<file path="src/rtl/score_text_formatter_pkg.sv">
// Shared definitions for the HUD score/level text producer.
//   - ASCII constants and label byte strings ("SCORE", "LEVEL")
//   - fmt_state_t: conversion FSM states
//   - saturation limits for score and level
//   - build_text(): assembles the two-line character image from BCD digits.
//     It is used both for the reset image and for the COMMIT write, so the
//     two can never disagree on layout.
package hud_pkg;

    localparam logic [7:0] ASCII_SPACE = 8'h20;
    localparam logic [7:0] ASCII_ZERO  = 8'h30;

    // String literals pack the first character in the most significant byte.
    localparam logic [39:0] LABEL_SCORE = "SCORE";
    localparam logic [39:0] LABEL_LEVEL = "LEVEL";

    localparam int SCORE_MAX = 999999;
    localparam int LEVEL_MAX = 99;

    // build_text returns an image sized for the widest supported line; the
    // caller keeps the low 16*cols bits.
    localparam int MAX_COLS   = 64;
    localparam int TEXT_MAX_W = 8 * MAX_COLS * 2;

    typedef enum logic [1:0] {
        ST_IDLE   = 2'd0,
        ST_SCORE  = 2'd1,
        ST_LEVEL  = 2'd2,
        ST_COMMIT = 2'd3
    } fmt_state_t;

    // Character index i = row*cols + col lives in bits [8i+7:8i].
    // score_bcd holds 6 digits with the most significant digit in [23:20];
    // level_bcd holds tens in [7:4] and ones in [3:0].
    function automatic logic [TEXT_MAX_W-1:0] build_text(
        input logic [23:0] score_bcd,
        input logic [7:0]  level_bcd,
        input int          cols
    );
        logic [TEXT_MAX_W-1:0] img;
        logic [7:0]            ch;
        int                    col;
        img = '0;
        for (int i = 0; i < 2 * MAX_COLS; i++) begin
            ch  = 8'h00;
            col = 0;
            if (i < cols) begin
                col = i;
                if (col < 5)
                    ch = LABEL_SCORE[8*(4-col) +: 8];
                else if (col >= cols - 6)
                    ch = ASCII_ZERO + {4'h0, score_bcd[4*(cols-1-col) +: 4]};
                else
                    ch = ASCII_SPACE;
            end else if (i < 2 * cols) begin
                col = i - cols;
                if (col < 5)
                    ch = LABEL_LEVEL[8*(4-col) +: 8];
                else if (col == cols - 2)
                    // Leading zero of the level is blanked.
                    ch = (level_bcd[7:4] == 4'd0) ? ASCII_SPACE
                                                  : ASCII_ZERO + {4'h0, level_bcd[7:4]};
                else if (col == cols - 1)
                    ch = ASCII_ZERO + {4'h0, level_bcd[3:0]};
                else
                    ch = ASCII_SPACE;
            end
            img[8*i +: 8] = ch;
        end
        return img;
    endfunction

endpackage

</file>
<file path="src/rtl/score_text_formatter_bcd_add3.sv">
// bcd_add3: combinational double-dabble adjust for a 6-digit BCD word.
// Every nibble >= 5 gets +3; nibbles are independent (no carry between them).
//   i_bcd  [23:0]  BCD accumulator before the shift
//   o_bcd  [23:0]  adjusted accumulator, ready to be shifted left by one
module bcd_add3 (
    input  logic [23:0] i_bcd,
    output logic [23:0] o_bcd
);

    for (genvar n = 0; n < 6; n++) begin : g_nib
        assign o_bcd[4*n +: 4] = (i_bcd[4*n +: 4] >= 4'd5) ? i_bcd[4*n +: 4] + 4'd3
                                                             : i_bcd[4*n +: 4];
    end

endmodule

</file>
<file path="src/rtl/score_text_formatter.sv">
// score_text_formatter: converts binary score/level into the packed ASCII
// image read by the HUD text renderer. Serial double-dabble, one bit per clock:
// 20 score bits, then 8 level bits, then a single-edge commit of the whole image.
//
// Ports
//   clk     in   rising-edge clock
//   reset   in   asynchronous, active-high reset
//   update  in   conversion request, sampled every edge
//   score   in   binary score (latched, saturated to 999999, at start)
//   level   in   binary level (latched, saturated to 99, at start)
//   busy    out  high whenever the FSM is not IDLE
//   done    out  one-cycle pulse in the cycle after text is written
//   text    out  2 lines x COLS characters, char i at bits [8i+7:8i]
//
// Handshake: update is a level request, no ready. In IDLE it starts a
// conversion on the sampling edge; while busy it is remembered in a single
// pending flag and serviced straight from COMMIT. text only changes on the
// COMMIT edge (or reset), and done marks that change one cycle later.
module score_text_formatter
    import hud_pkg::*;
#(
    parameter int COLS    = 16,
    parameter int SCORE_W = 20,
    parameter int LEVEL_W = 8
) (
    input  logic                  clk,
    input  logic                  reset,
    input  logic                  update,
    input  logic [SCORE_W-1:0]    score,
    input  logic [LEVEL_W-1:0]    level,
    output logic                  busy,
    output logic                  done,
    output logic [8*COLS*2-1:0]   text
);

    localparam int TEXT_W = 8 * COLS * 2;
    localparam int CNT_W  = $clog2(SCORE_W);

    localparam logic [SCORE_W-1:0] SCORE_LIM = SCORE_W'(SCORE_MAX);
    localparam logic [LEVEL_W-1:0] LEVEL_LIM = LEVEL_W'(LEVEL_MAX);
    localparam logic [TEXT_W-1:0]  RESET_IMG = TEXT_W'(build_text(24'h0, 8'h0, COLS));

    fmt_state_t             r_state;
    fmt_state_t             w_next;
    logic                   r_pending;
    logic                   r_done;
    logic [CNT_W-1:0]       r_cnt;
    logic [SCORE_W-1:0]     r_shift;
    logic [23:0]            r_bcd;
    logic [23:0]            r_score_digits;
    logic [LEVEL_W-1:0]     r_level_lat;
    logic [TEXT_W-1:0]      r_text;

    logic [SCORE_W-1:0]     w_score_sat;
    logic [LEVEL_W-1:0]     w_level_sat;
    logic [23:0]            w_adj;
    logic [24+SCORE_W-1:0]  w_cat;
    logic [23:0]            w_bcd_next;
    logic [SCORE_W-1:0]     w_shift_next;
    logic                   w_restart;
    logic [TEXT_W-1:0]      w_image;

    assign w_score_sat = (score > SCORE_LIM) ? SCORE_LIM : score;
    assign w_level_sat = (level > LEVEL_LIM) ? LEVEL_LIM : level;

    bcd_add3 u_add3 (
        .i_bcd (r_bcd),
        .o_bcd (w_adj)
    );

    // One double-dabble step: {bcd, bin} <<= 1 after the nibble adjust.
    assign w_cat        = {w_adj, r_shift} << 1;
    assign w_bcd_next   = w_cat[24+SCORE_W-1:SCORE_W];
    assign w_shift_next = w_cat[SCORE_W-1:0];

    // A request arriving on the COMMIT edge itself is folded into the restart.
    assign w_restart = r_pending | update;

    assign w_image = TEXT_W'(build_text(r_score_digits, r_bcd[7:0], COLS));

    // State register
    always_ff @(posedge clk or posedge reset) begin
        if (reset) r_state <= ST_IDLE;
        else       r_state <= w_next;
    end

    // Next-state logic
    always_comb begin
        w_next = r_state;
        unique case (r_state)
            ST_IDLE:   if (update)          w_next = ST_SCORE;
            ST_SCORE:  if (r_cnt == '0)     w_next = ST_LEVEL;
            ST_LEVEL:  if (r_cnt == '0)     w_next = ST_COMMIT;
            ST_COMMIT: w_next = w_restart ? ST_SCORE : ST_IDLE;
            default:   w_next = ST_IDLE;
        endcase
    end

    // Datapath
    always_ff @(posedge clk or posedge reset) begin
        if (reset) begin
            r_pending      <= 1'b0;
            r_done         <= 1'b0;
            r_cnt          <= '0;
            r_shift        <= '0;
            r_bcd          <= '0;
            r_score_digits <= '0;
            r_level_lat    <= '0;
            r_text         <= RESET_IMG;
        end else begin
            r_done <= (r_state == ST_COMMIT);

            if (r_state == ST_COMMIT)
                r_pending <= 1'b0;
            else if (r_state != ST_IDLE && update)
                r_pending <= 1'b1;

            case (r_state)
                ST_IDLE: begin
                    if (update) begin
                        r_shift     <= w_score_sat;
                        r_level_lat <= w_level_sat;
                        r_bcd       <= '0;
                        r_cnt       <= CNT_W'(SCORE_W - 1);
                    end
                end
                ST_SCORE: begin
                    r_cnt <= r_cnt - CNT_W'(1);
                    if (r_cnt == '0) begin
                        // Last score bit: park the digits and start on level.
                        r_score_digits <= w_bcd_next;
                        r_bcd          <= '0;
                        r_shift        <= {r_level_lat, {(SCORE_W-LEVEL_W){1'b0}}};
                        r_cnt          <= CNT_W'(LEVEL_W - 1);
                    end else begin
                        r_bcd   <= w_bcd_next;
                        r_shift <= w_shift_next;
                    end
                end
                ST_LEVEL: begin
                    r_bcd   <= w_bcd_next;
                    r_shift <= w_shift_next;
                    r_cnt   <= r_cnt - CNT_W'(1);
                end
                ST_COMMIT: begin
                    r_text <= w_image;
                    if (w_restart) begin
                        r_shift     <= w_score_sat;
                        r_level_lat <= w_level_sat;
                        r_bcd       <= '0;
                        r_cnt       <= CNT_W'(SCORE_W - 1);
                    end
                end
                default: ;
            endcase
        end
    end

    assign busy = (r_state != ST_IDLE);
    assign done = r_done;
    assign text = r_text;

endmodule
</file>
<file path="config.mk">
export PLATFORM = sky130hd
export DESIGN_NAME = score_text_formatter
export DESIGN_NICKNAME = d
export VERILOG_FILES = /design/src/rtl/score_text_formatter_pkg.sv /design/src/rtl/score_text_formatter_bcd_add3.sv /design/src/rtl/score_text_formatter.sv
export SDC_FILE = /design/constraint.sdc
export NUM_CORES = 1
export LEC_CHECK = 0
export ABC_AREA = 1
export CAP_MARGIN = 20
export CORE_UTILIZATION = 28
export DETAILED_ROUTE_END_ITERATION = 7
export HOLD_SLACK_MARGIN = 0.03
export SLEW_MARGIN = 25
export SYNTH_ARGS = -nofsm -noshare
export SYNTH_HDL_FRONTEND = slang
export SYNTH_HIERARCHICAL = 1
export SYNTH_SLANG_ARGS = --single-unit
</file>
<file path="constraint.sdc">
create_clock -name clk -period 6.71 [get_ports clk]
set_input_delay 2.013 -clock clk [delete_from_list [all_inputs] [get_ports clk]]
set_output_delay 2.013 -clock clk [all_outputs]
set_load 0.01 [all_outputs]
</file>
==> impl_metrics.yaml, run 1 <==
routing:
  num_vias: 5318
  drt_pass1_iterations: 4
  drc: 0
  route.detailed.wl_per_inst_um: 10.2
  initialDrtViolationCount: 297
  routed_wl_mm: 14.3
  via_per_inst: 3.80
  drtAntennaViolNets: 0
yosys:
  synthCells: 955
  yosys_warnings: 6
  syn_area_per_cell_um2: 8.20
  netlist_area_mm2: 0.00783
cells_and_area:
  layout_commonest_cell: "nand2_1"
  layout.area.seq_mm2: 0.00295
  nets: 1062
  fillers: 2918
  area_growth_pct: 8.66
  final_core_util: 0.313
  drive_gt1_frac: 0.116
  multi_input_area_mm2: 0.00349
  antenna_cells: 0
  layout_common_cells: "231 x nand2_1, 223 x conb_1, 118 x dfrtp_1"
grt:
  grt_pass1_wl_mm: 22.9
  grt_max_degree: 70
  grt_usage: 0.101
  antenna_found_initial: 0
  grt_overflow: 0
  grt_pass1_vias: 4577
placement:
  dp_hpwl_mm: 10.0
  routabilityCongestion: 0.777
  io_buffers: 65
sta:
  fin_skew_ns: 0.00570
  finalHoldViolCount: 0
  fin_crit_sh: 0.566
  tightest_slew_ns: 0.876
  setup_tns_ns: 0
  period_needed_ns: 3.80
  finalSetupViolCount: 0
  slew_viol_final: 0
  rsz0062_at_grt: "no"
  fmax_mhz: 263
  slew_headroom: 0.416
cts:
  post-cts-setup-buffer-count: 0
  clk_latency_ns: 0.42
  clockBufferDepth: 2
  htreeDepth: 4
  cts_resized: 0
  cts_made_buffers: 17
  clk_pin_slew_worst_paths_ns: 0.06
  cts-root-buf: "clkbuf_16"
  cts_hold_buffers: 0
  clkSinkCount: 118
  cts_tree: "yes"
floorplanning:
  die-area_mm2: 0.0286
  start_util: 0.288
  fp.dieW_um: 169
  die_h_um: 169
  ioPinCount: 289
  core_area_mm2: 0.0272
  rows: 60
pwr:
  total_power_mw: 2.89
  p_per_area_mw_per_mm2: 340
  vdd_drop_max_mv: 0.201
  cellLeakagePower_nw: 4.25
worst_hold_path:
  hold_class: "reg -> reg"
critical_path:
  regToRegSetupSlack_ns: 4.39
  crit_arrival_ns: 1.78
  cp-start-kind: "flop"
  cp-end-kind: "output port"
  worst-path-max-fanout: 6
  required_ns: 4.70
  criticalPathCategory: "reg -> out"
flow_run:
  maxCapViolCount: 0
outcome:
  status: "finished clean"
## metal layers
layer | track usage | share of wire
met5 | 0 | 0
met2 | 0.151 | 0.45
met3 | 0.0315 | 0.061
met1 | 0.137 | 0.47
met4 | 0.0364 | 0.015
## sequential cells by signal, summed over array words and instances, names as in the netlist
name and flops:
text 33, r_level_lat 8, r_cnt 5, r_bcd 24, done 1, r_shift 20, r_pending 1, r_state 2
r_score_digits 24
## where the power goes
| part | internal, mW | switching [mW] |
|---|---|---|
| clock | 0.558 | 0.348 |
| combinational | 0.326 | 0.731 |
| sequential | 0.853 | 0.0782 |
## cell type report
cell class | count | share of cell area
multi-input combinational | 721 | 0.410
sequential | 118 | 0.347
timing repair buffer | 67 | 0.0782
tap | 372 | 0.0547
clock buffer | 18 | 0.0516
inverter | 88 | 0.0406
clock inverter | 14 | 0.0176
## critical path, cell delays in order, from the launching register on
cell,delay [ns]
dfrtp_1,0.38
inv_1,0.13
ha_1,0.24
inv_2,0.08
clkdlybuf4s50_1,0.54
## worst paths after layout
check / start / to / depth (start not counted)
setup / recovery: r_state[0] / busy / 4
hold / removal: r_score_digits[7] / text[115] / 2
max in group asynchronous: reset / text[105] / 3
min in group asynchronous: reset / r_level_lat[6] / 2
setup reg to reg: r_state[0] / r_level_lat[0] / 11
hold reg to reg: r_score_digits[7] / text[115] / 2
## per-stage QoR
step,hold slack (ns),setup slack (ns),cell area [um2],instances
2_1_floorplan,0.437,1.57,8660,1176
3_5_place_dp,0.460,2.75,7920,1366
5_1_grt,0.492,2.80,8510,1398
6_report,0.470,2.91,8510,1398
4_1_cts,0.470,2.89,8510,1398
3_3_place_gp,0.457,2.80,7920,1366
(Power assumes the default switching activity.)
==> run 2: changes to the inputs <==
clock period = 3.8 ns   (was 6.71 ns; I/O delays follow)
==> impl_metrics.yaml, run 2 (synthesis results as in run 1) <==
sta:
  fmax_mhz: 344
  fin_crit_sh: 0.766
  fin_skew_ns: 0.00843
  rsz0062_at_grt: "no"
  slew_viol_final: 0
  slew_headroom: 0.530
  finalHoldViolCount: 0
  finalSetupViolCount: 0
  period_needed_ns: 2.91
  setup_tns_ns: 0
  tightest_slew_ns: 0.705
cells_and_area:
  nets: 1063
  largest_register_ffs: 33
  layout_commonest_cell: "nand2_1"
  area_growth_pct: 9.27
  drive_gt1_frac: 0.117
  layout_common_cells: "231 x nand2_1, 223 x conb_1, 118 x dfrtp_1"
  antenna_cells: 0
placement:
  dp_hpwl_mm: 10.0
  io_buffers: 65
  routabilityCongestion: 0.759
grt:
  grt_pass1_vias: 4534
  grt_overflow: 0
  grt_pass1_wl_mm: 23.2
  antenna_found_initial: 0
  grt_max_degree: 100
  grt_usage: 0.103
floorplanning:
  fp.dieW_um: 169
  rows: 60
  start_util: 0.288
  die-area_mm2: 0.0286
  core_area_mm2: 0.0272
  die_h_um: 169
  ioPinCount: 289
pwr:
  p_clk_frac: 0.325
  total_power_mw: 5.23
  p_per_area_mw_per_mm2: 611
  switching_share: 0.400
  cellLeakagePower_nw: 4.28
  seq_power_share: 0.314
  vdd_drop_max_mv: 0.350
  switching_power_mw: 2.09
  p_comb_frac: 0.360
  internal_power_mw: 3.14
critical_path:
  crit_end: "busy"
  cp-end-kind: "output port"
  cp-start-kind: "flop"
  regToRegSetupSlack_ns: 1.56
  r2r_end: "r_level_lat[0]"
  criticalPathCategory: "reg -> out"
  required_ns: 2.66
  crit_arrival_ns: 1.77
  worst-path-max-fanout: 4
  startpoint: "r_state[1]"
  rr_worst_depth: 8
  rr_startpoint: "r_state[1]"
routing:
  routed_wl_mm: 14.3
  via_per_inst: 3.76
  initialDrtViolationCount: 268
  drtAntennaViolNets: 0
  route.detailed.wl_per_inst_um: 10.2
  drc: 0
  drt_pass1_iterations: 4
  num_vias: 5266
cts:
  cts_hold_buffers: 0
  clockBufferDepth: 2
  cts_made_buffers: 17
  cts_resized: 0
  post-cts-setup-buffer-count: 0
  clk_latency_ns: 0.42
  clk_pin_slew_worst_paths_ns: 0.06
  htreeDepth: 4
  clkSinkCount: 118
  cts_tree: "yes"
  cts-root-buf: "clkbuf_16"
worst_hold_path:
  hold_class: "reg -> reg"
outcome:
  status: "finished clean"
flow_run:
  maxCapViolCount: 0
-- run 2: changes by cell type in the layout (fill, tap and decap cells not counted) --
cell / before / now
buf_12: 0 / 1
bufinv_16: 2 / 3
clkbuf_8: 1 / 0
clkinv_2: 3 / 1
clkinv_4: 3 / 2
clkinvlp_4: 3 / 2
inv_4: 4 / 3
inv_6: 4 / 9
-- run 2: power by group through the flow --
stage / logic, mW / clock network (mW) / registers (mW)
after floorplan: 1.72 / 0 / 1.65
after global routing: 2.11 / 1.79 / 1.68
after global placement: 1.85 / 0 / 1.66
after detailed placement: 1.89 / 0 / 1.66
final: 1.88 / 1.70 / 1.64
after CTS: 1.89 / 1.74 / 1.64
-- run 2: cell type report --
type / instances / area (um2)
clock inverter: 15 / 190
inverter: 88 / 347
clock buffer: 17 / 425
fill: 2897 / 18600
multi-input combinational: 721 / 3490
tap: 372 / 465
timing repair buffer: 68 / 686
sequential: 118 / 2950
-- run 2: worst max-delay path, stage by stage (launching register included) --
cell	delay (ns)
dfrtp_1	0.40
inv_1	0.12
ha_1	0.20
inv_2	0.08
clkdlybuf4s50_1	0.55
-- run 2: how the worst min path moves through the flow --
stage,start,to,depth (start not counted)
after floorplan,r_level_lat[7],r_level_lat[7],2
after global placement,text[114],text[114],2
after detailed placement,text[105],text[105],2
after CTS,text[105],text[105],2
after global routing,text[89],text[89],2
final,text[114],text[114],2
-- run 2: layer usage --
metal,GRT usage,vias to the layer above,share of wire
li1,-,2657,-
met1,0.143,2411,0.49
met2,0.151,184,0.44
met3,0.0306,14,0.058
met4,0.0329,0,0.011
met5,0,-,0
-- run 2: through the flow --
| step | instances | hold WS (ns) | setup slack, ns | util | cell area (um2) |
|---|---|---|---|---|---|
| 2_1_floorplan | 1176 | 0.437 | 1.22 | - | 8660 |
| 3_3_place_gp | 1367 | 0.456 | 0.895 | 0.292 | 7940 |
| 3_5_place_dp | 1367 | 0.458 | 0.844 | 0.292 | 7940 |
| 4_1_cts | 1399 | 0.473 | 0.879 | 0.315 | 8560 |
| 5_1_grt | 1399 | 0.489 | 0.778 | 0.315 | 8560 |
| 6_report | 1399 | 0.468 | 0.890 | 0.315 | 8560 |
==> edit 1 (settings of run 2) <==
Register the inputs `update`, `score` and `level` before use, without a reset. The logic sees them one clock later.
--- a/src/rtl/score_text_formatter.sv
+++ b/src/rtl/score_text_formatter.sv
@@ -40,6 +40,16 @@
     localparam logic [LEVEL_W-1:0] LEVEL_LIM = LEVEL_W'(LEVEL_MAX);
     localparam logic [TEXT_W-1:0]  RESET_IMG = TEXT_W'(build_text(24'h0, 8'h0, COLS));
 
+    logic update_q;
+    logic [SCORE_W-1:0] score_q;
+    logic [LEVEL_W-1:0] level_q;
+
+    always_ff @(posedge clk) begin
+        update_q <= update;
+        score_q  <= score;
+        level_q  <= level;
+    end
+
     fmt_state_t             r_state;
     fmt_state_t             w_next;
     logic                   r_pending;
@@ -60,8 +70,8 @@
     logic                   w_restart;
     logic [TEXT_W-1:0]      w_image;
 
-    assign w_score_sat = (score > SCORE_LIM) ? SCORE_LIM : score;
-    assign w_level_sat = (level > LEVEL_LIM) ? LEVEL_LIM : level;
+    assign w_score_sat = (score_q > SCORE_LIM) ? SCORE_LIM : score_q;
+    assign w_level_sat = (level_q > LEVEL_LIM) ? LEVEL_LIM : level_q;
 
     bcd_add3 u_add3 (
         .i_bcd (r_bcd),
@@ -74,7 +84,7 @@
     assign w_shift_next = w_cat[SCORE_W-1:0];
 
     // A request arriving on the COMMIT edge itself is folded into the restart.
-    assign w_restart = r_pending | update;
+    assign w_restart = r_pending | update_q;
 
     assign w_image = TEXT_W'(build_text(r_score_digits, r_bcd[7:0], COLS));
 
@@ -88,7 +98,7 @@
     always_comb begin
         w_next = r_state;
         unique case (r_state)
-            ST_IDLE:   if (update)          w_next = ST_SCORE;
+            ST_IDLE:   if (update_q)          w_next = ST_SCORE;
             ST_SCORE:  if (r_cnt == '0)     w_next = ST_LEVEL;
             ST_LEVEL:  if (r_cnt == '0)     w_next = ST_COMMIT;
             ST_COMMIT: w_next = w_restart ? ST_SCORE : ST_IDLE;
@@ -112,12 +122,12 @@
 
             if (r_state == ST_COMMIT)
                 r_pending <= 1'b0;
-            else if (r_state != ST_IDLE && update)
+            else if (r_state != ST_IDLE && update_q)
                 r_pending <= 1'b1;
 
             case (r_state)
                 ST_IDLE: begin
-                    if (update) begin
+                    if (update_q) begin
                         r_shift     <= w_score_sat;
                         r_level_lat <= w_level_sat;
                         r_bcd       <= '0;
Check against the original RTL: not equivalent (Yosys sat finds a counterexample within 4 cycles, from zero or initial values and one cycle with reset high).
==> edit 1 against run 2 <==
Cell area up 5.8%. Sequential cell count increased by 29. Via count up 2.9%. Total power increased by 5.5%. Area after synthesis up 5.8%. Largest power group is now sequential cells. Clock skew is 1.3 ps higher. Worst setup slack got worse by 37 ps. Routed wire length grew 3.5%. Sequential share of layout area increased by 4.5 points. First-iteration DRC count is 5.6% lower.
==> edit 1: results <==
export IMPL_grt_pass1_vias=4969
export IMPL_met2_usage_pct=16.5
export IMPL_p_leak_nw=4.48
export IMPL_p_clk_share_pct=30.6
export IMPL_drive_gt1_share_pct=9.36
export IMPL_grt_use_met3_pct=2.58
export IMPL_signal_buffers=69
export IMPL_sh_seq_area_pct=39.0
export IMPL_finalNetCount=1094
export IMPL_inverters=87
export IMPL_finalNonFillerCells=1442
export IMPL_met2_length_um=7030
export IMPL_route_met3_wl_um=720
export IMPL_largest_reg_flops=33
export IMPL_arrival_ps=1810
export IMPL_worstPathMaxFanout=5
export IMPL_vias=5419
export IMPL_buffer_area_share_pct=7.66
export IMPL_wl_met1_um=6850
export IMPL_seq_cell_count=147
export IMPL_grt_first_pass_wirelength_um=24600
export IMPL_grt_util_all_layers_pct=10.1
export IMPL_first_iter_violations=253
export IMPL_clk_latency_ps=420
export IMPL_p_sw_mw=2.15
export IMPL_comb_power_share_pct=33.7
export IMPL_clock_area_share_pct=6.55
export IMPL_final_fill_count=3041
export IMPL_syn_inst=984
export IMPL_finalWeightedCongestion=0.774
export IMPL_nClkBuffers=19
export IMPL_multi_input_area_share_pct=37.7
export IMPL_status="completed"
export IMPL_grt_max_degree=119
export IMPL_skew_ps=9.78
export IMPL_tightest_slew_ps=691
export IMPL_drt_pass1_iterations=5
export IMPL_ir_drop_uv=274
export IMPL_nMultiInputCombCells=723
export IMPL_hpwlAfterDp_um=10200
export IMPL_postRouteWirelength_um=14800
edit 1: critical path, cell delays in order (launching register included):
cell and delay [ps]:
dfrtp_1 410, inv_1 110, ha_1 210, inv_1 110, clkdlybuf4s50_1 550
edit 1: through the flow:
| step | power [mW] | util, % | setup WS (ps) | area [um^2] |
|---|---|---|---|---|
| final | 5.51 | 31.3 | 853 | 9050 |
| after global routing | 5.94 | 31.3 | 756 | 9050 |
| after CTS | 5.62 | 31.3 | 832 | 9050 |
| after detailed placement | 3.88 | 29.2 | 1280 | 8460 |
| after global placement | 3.84 | 29.2 | 1310 | 8460 |
| after floorplan | 3.67 | - | 1220 | 9120 |
edit 1: path summary, 6_finish.rpt:
check	startpoint	to	slack, ps	depth (start not counted)
min in group asynchronous	reset	r_score_digits[21]	1250	3
max in group asynchronous	reset	text[115]	2040	3
worst min-delay path	score_q[0]	r_shift[0]	450	2
worst min register to register	score_q[0]	r_shift[0]	450	2
worst max-delay path	r_state[1]	busy	850	4
worst max register to register	r_state[1]	r_level_lat[0]	1580	8
==> edit 2 (config.mk and constraints of run 2) <==
Made on the original files. The parameter `LEVEL_W` goes from 8 to 9.
--- a/src/rtl/score_text_formatter.sv
+++ b/src/rtl/score_text_formatter.sv
@@ -21,7 +21,7 @@
 #(
     parameter int COLS    = 16,
     parameter int SCORE_W = 20,
-    parameter int LEVEL_W = 8
+    parameter int LEVEL_W = 9
 ) (
     input  logic                  clk,
     input  logic                  reset,
Ports: changed (resized level); port bits go from 289 to 290. No check against the original RTL was run, so the function may have changed too.
==> edit 2 against run 2 <==
Area after synthesis shrank 2.1%. Combinational power decreased by 6%. Total power down 3.0%. Cell area shrank 1.5%. Routed wire length fell by 1.7%. Sequential power about the same. Register-to-register slack gained 140 ps. Largest power group unchanged. Worst setup slack got worse by 11 ps. Sequential cell count rose by 1.
==> edit 2: results <==
export IMPL_rrSetupSlack_ps=1700
export IMPL_p_sw_mw=1.97
export IMPL_skew_ps=11.4
export IMPL_grt_first_pass_wirelength_um=22800
export IMPL_antenna_found_initial=0
export IMPL_clk_pin_slew_ps=60
export IMPL_hpwlAfterDp_um=9940
export IMPL_p_leak_nw=4.27
export IMPL_grt_max_degree=110
export IMPL_port_buffers=66
export IMPL_holdCritPathClass="flip-flop to flip-flop"
export IMPL_antenna_cells=0
export IMPL_status="completed"
export IMPL_arrival_ps=1780
export IMPL_via_per_inst=3.88
export IMPL_clk_latency_ps=420
export IMPL_final_fill_count=2846
export IMPL_cts_root_buf="clkbuf_16"
export IMPL_place_inst=1341
export IMPL_finalNetCount=1069
export IMPL_avgSynthCellArea_um2=8.00
export IMPL_largest_reg_flops=33
export IMPL_max_stage_delay_ps=550
export IMPL_postCtsSetupRepairBufs=0
export IMPL_dp_slack_ps=931
export IMPL_grt_pass1_vias=4529
export IMPL_finalNonFillerCells=1373
export IMPL_drive_gt1_share_pct=9.11
export IMPL_drt_pass1_iterations=5
export IMPL_yosys_warnings=6
export IMPL_worstPathMaxFanout=4
export IMPL_ctsResizeCount=0
export IMPL_ir_drop_uv=315
export IMPL_finalWeightedCongestion=0.825
export IMPL_grt_util_all_layers_pct=10.2
export IMPL_cts_path_max_buffers=2
export IMPL_finalWorstSetupSlack_ps=879
export IMPL_cp_slowest_cell="clkdlybuf4s50_1"
export IMPL_wl_per_cell_um=10.3
export IMPL_critPathTopFamily="buffers and inverters"
export IMPL_htreeDepth=4
export IMPL_first_iter_violations=402
export IMPL_tightest_slew_ps=702
-- edit 2: metrics by stage --
step / area (um^2) / hold slack [ps]
2_1_floorplan: 8500 / 437
3_3_place_gp: 7810 / 454
3_5_place_dp: 7810 / 458
4_1_cts: 8420 / 473
5_1_grt: 8420 / 493
6_report: 8420 / 467
-- edit 2: worst min-delay path, stage by stage, from the launching register on --
cell and delay, ps:
dfrtp_1 340, nand2_1 50, nand2_1 50
-- edit 2: area by class of cell --
| type | instances | area, um^2 | share of cell area [%] |
|---|---|---|---|
| Multi-Input combinational cell | 724 | 3370 | 40.0 |
| Sequential cell | 119 | 2980 | 35.3 |
| Timing Repair Buffer | 69 | 696 | 8.26 |
| Clock buffer | 18 | 439 | 5.21 |
| Tap cell | 341 | 427 | 5.06 |
| Inverter | 88 | 339 | 4.02 |
| Clock inverter | 14 | 174 | 2.06 |
-- edit 2: power groups by stage --
stage               Clock (mW)  Sequential [mW]  Combinational (mW)
floorplan                    0             1.65                1.54
global placement             0             1.65                1.74
detailed placement           0             1.66                1.77
CTS                       1.72             1.64                1.78
global route              1.77             1.66                1.98
finish                    1.67             1.64                1.76
-- edit 2: layer usage --
layer  part of all wire (%)  track usage, %  routed length (um)
met3                    5.7            2.93                 798
met5                      0               0                   0
met1                     48            14.3                6800
met2                     45            15.0                6410
met4                   0.63            3.11                  89
-- edit 2: final timing paths --
| check | startpoint | end | depth (start not counted) |
|---|---|---|---|
| min in group asynchronous | reset | r_shift[5] | 2 |
| worst min register to register | text[107] | text[107] | 2 |
| worst max-delay path | r_state[0] | busy | 4 |
| worst min-delay path | text[107] | text[107] | 2 |
| worst max register to register | r_state[0] | r_bcd[21] | 6 |
| max in group asynchronous | reset | text[104] | 3 |
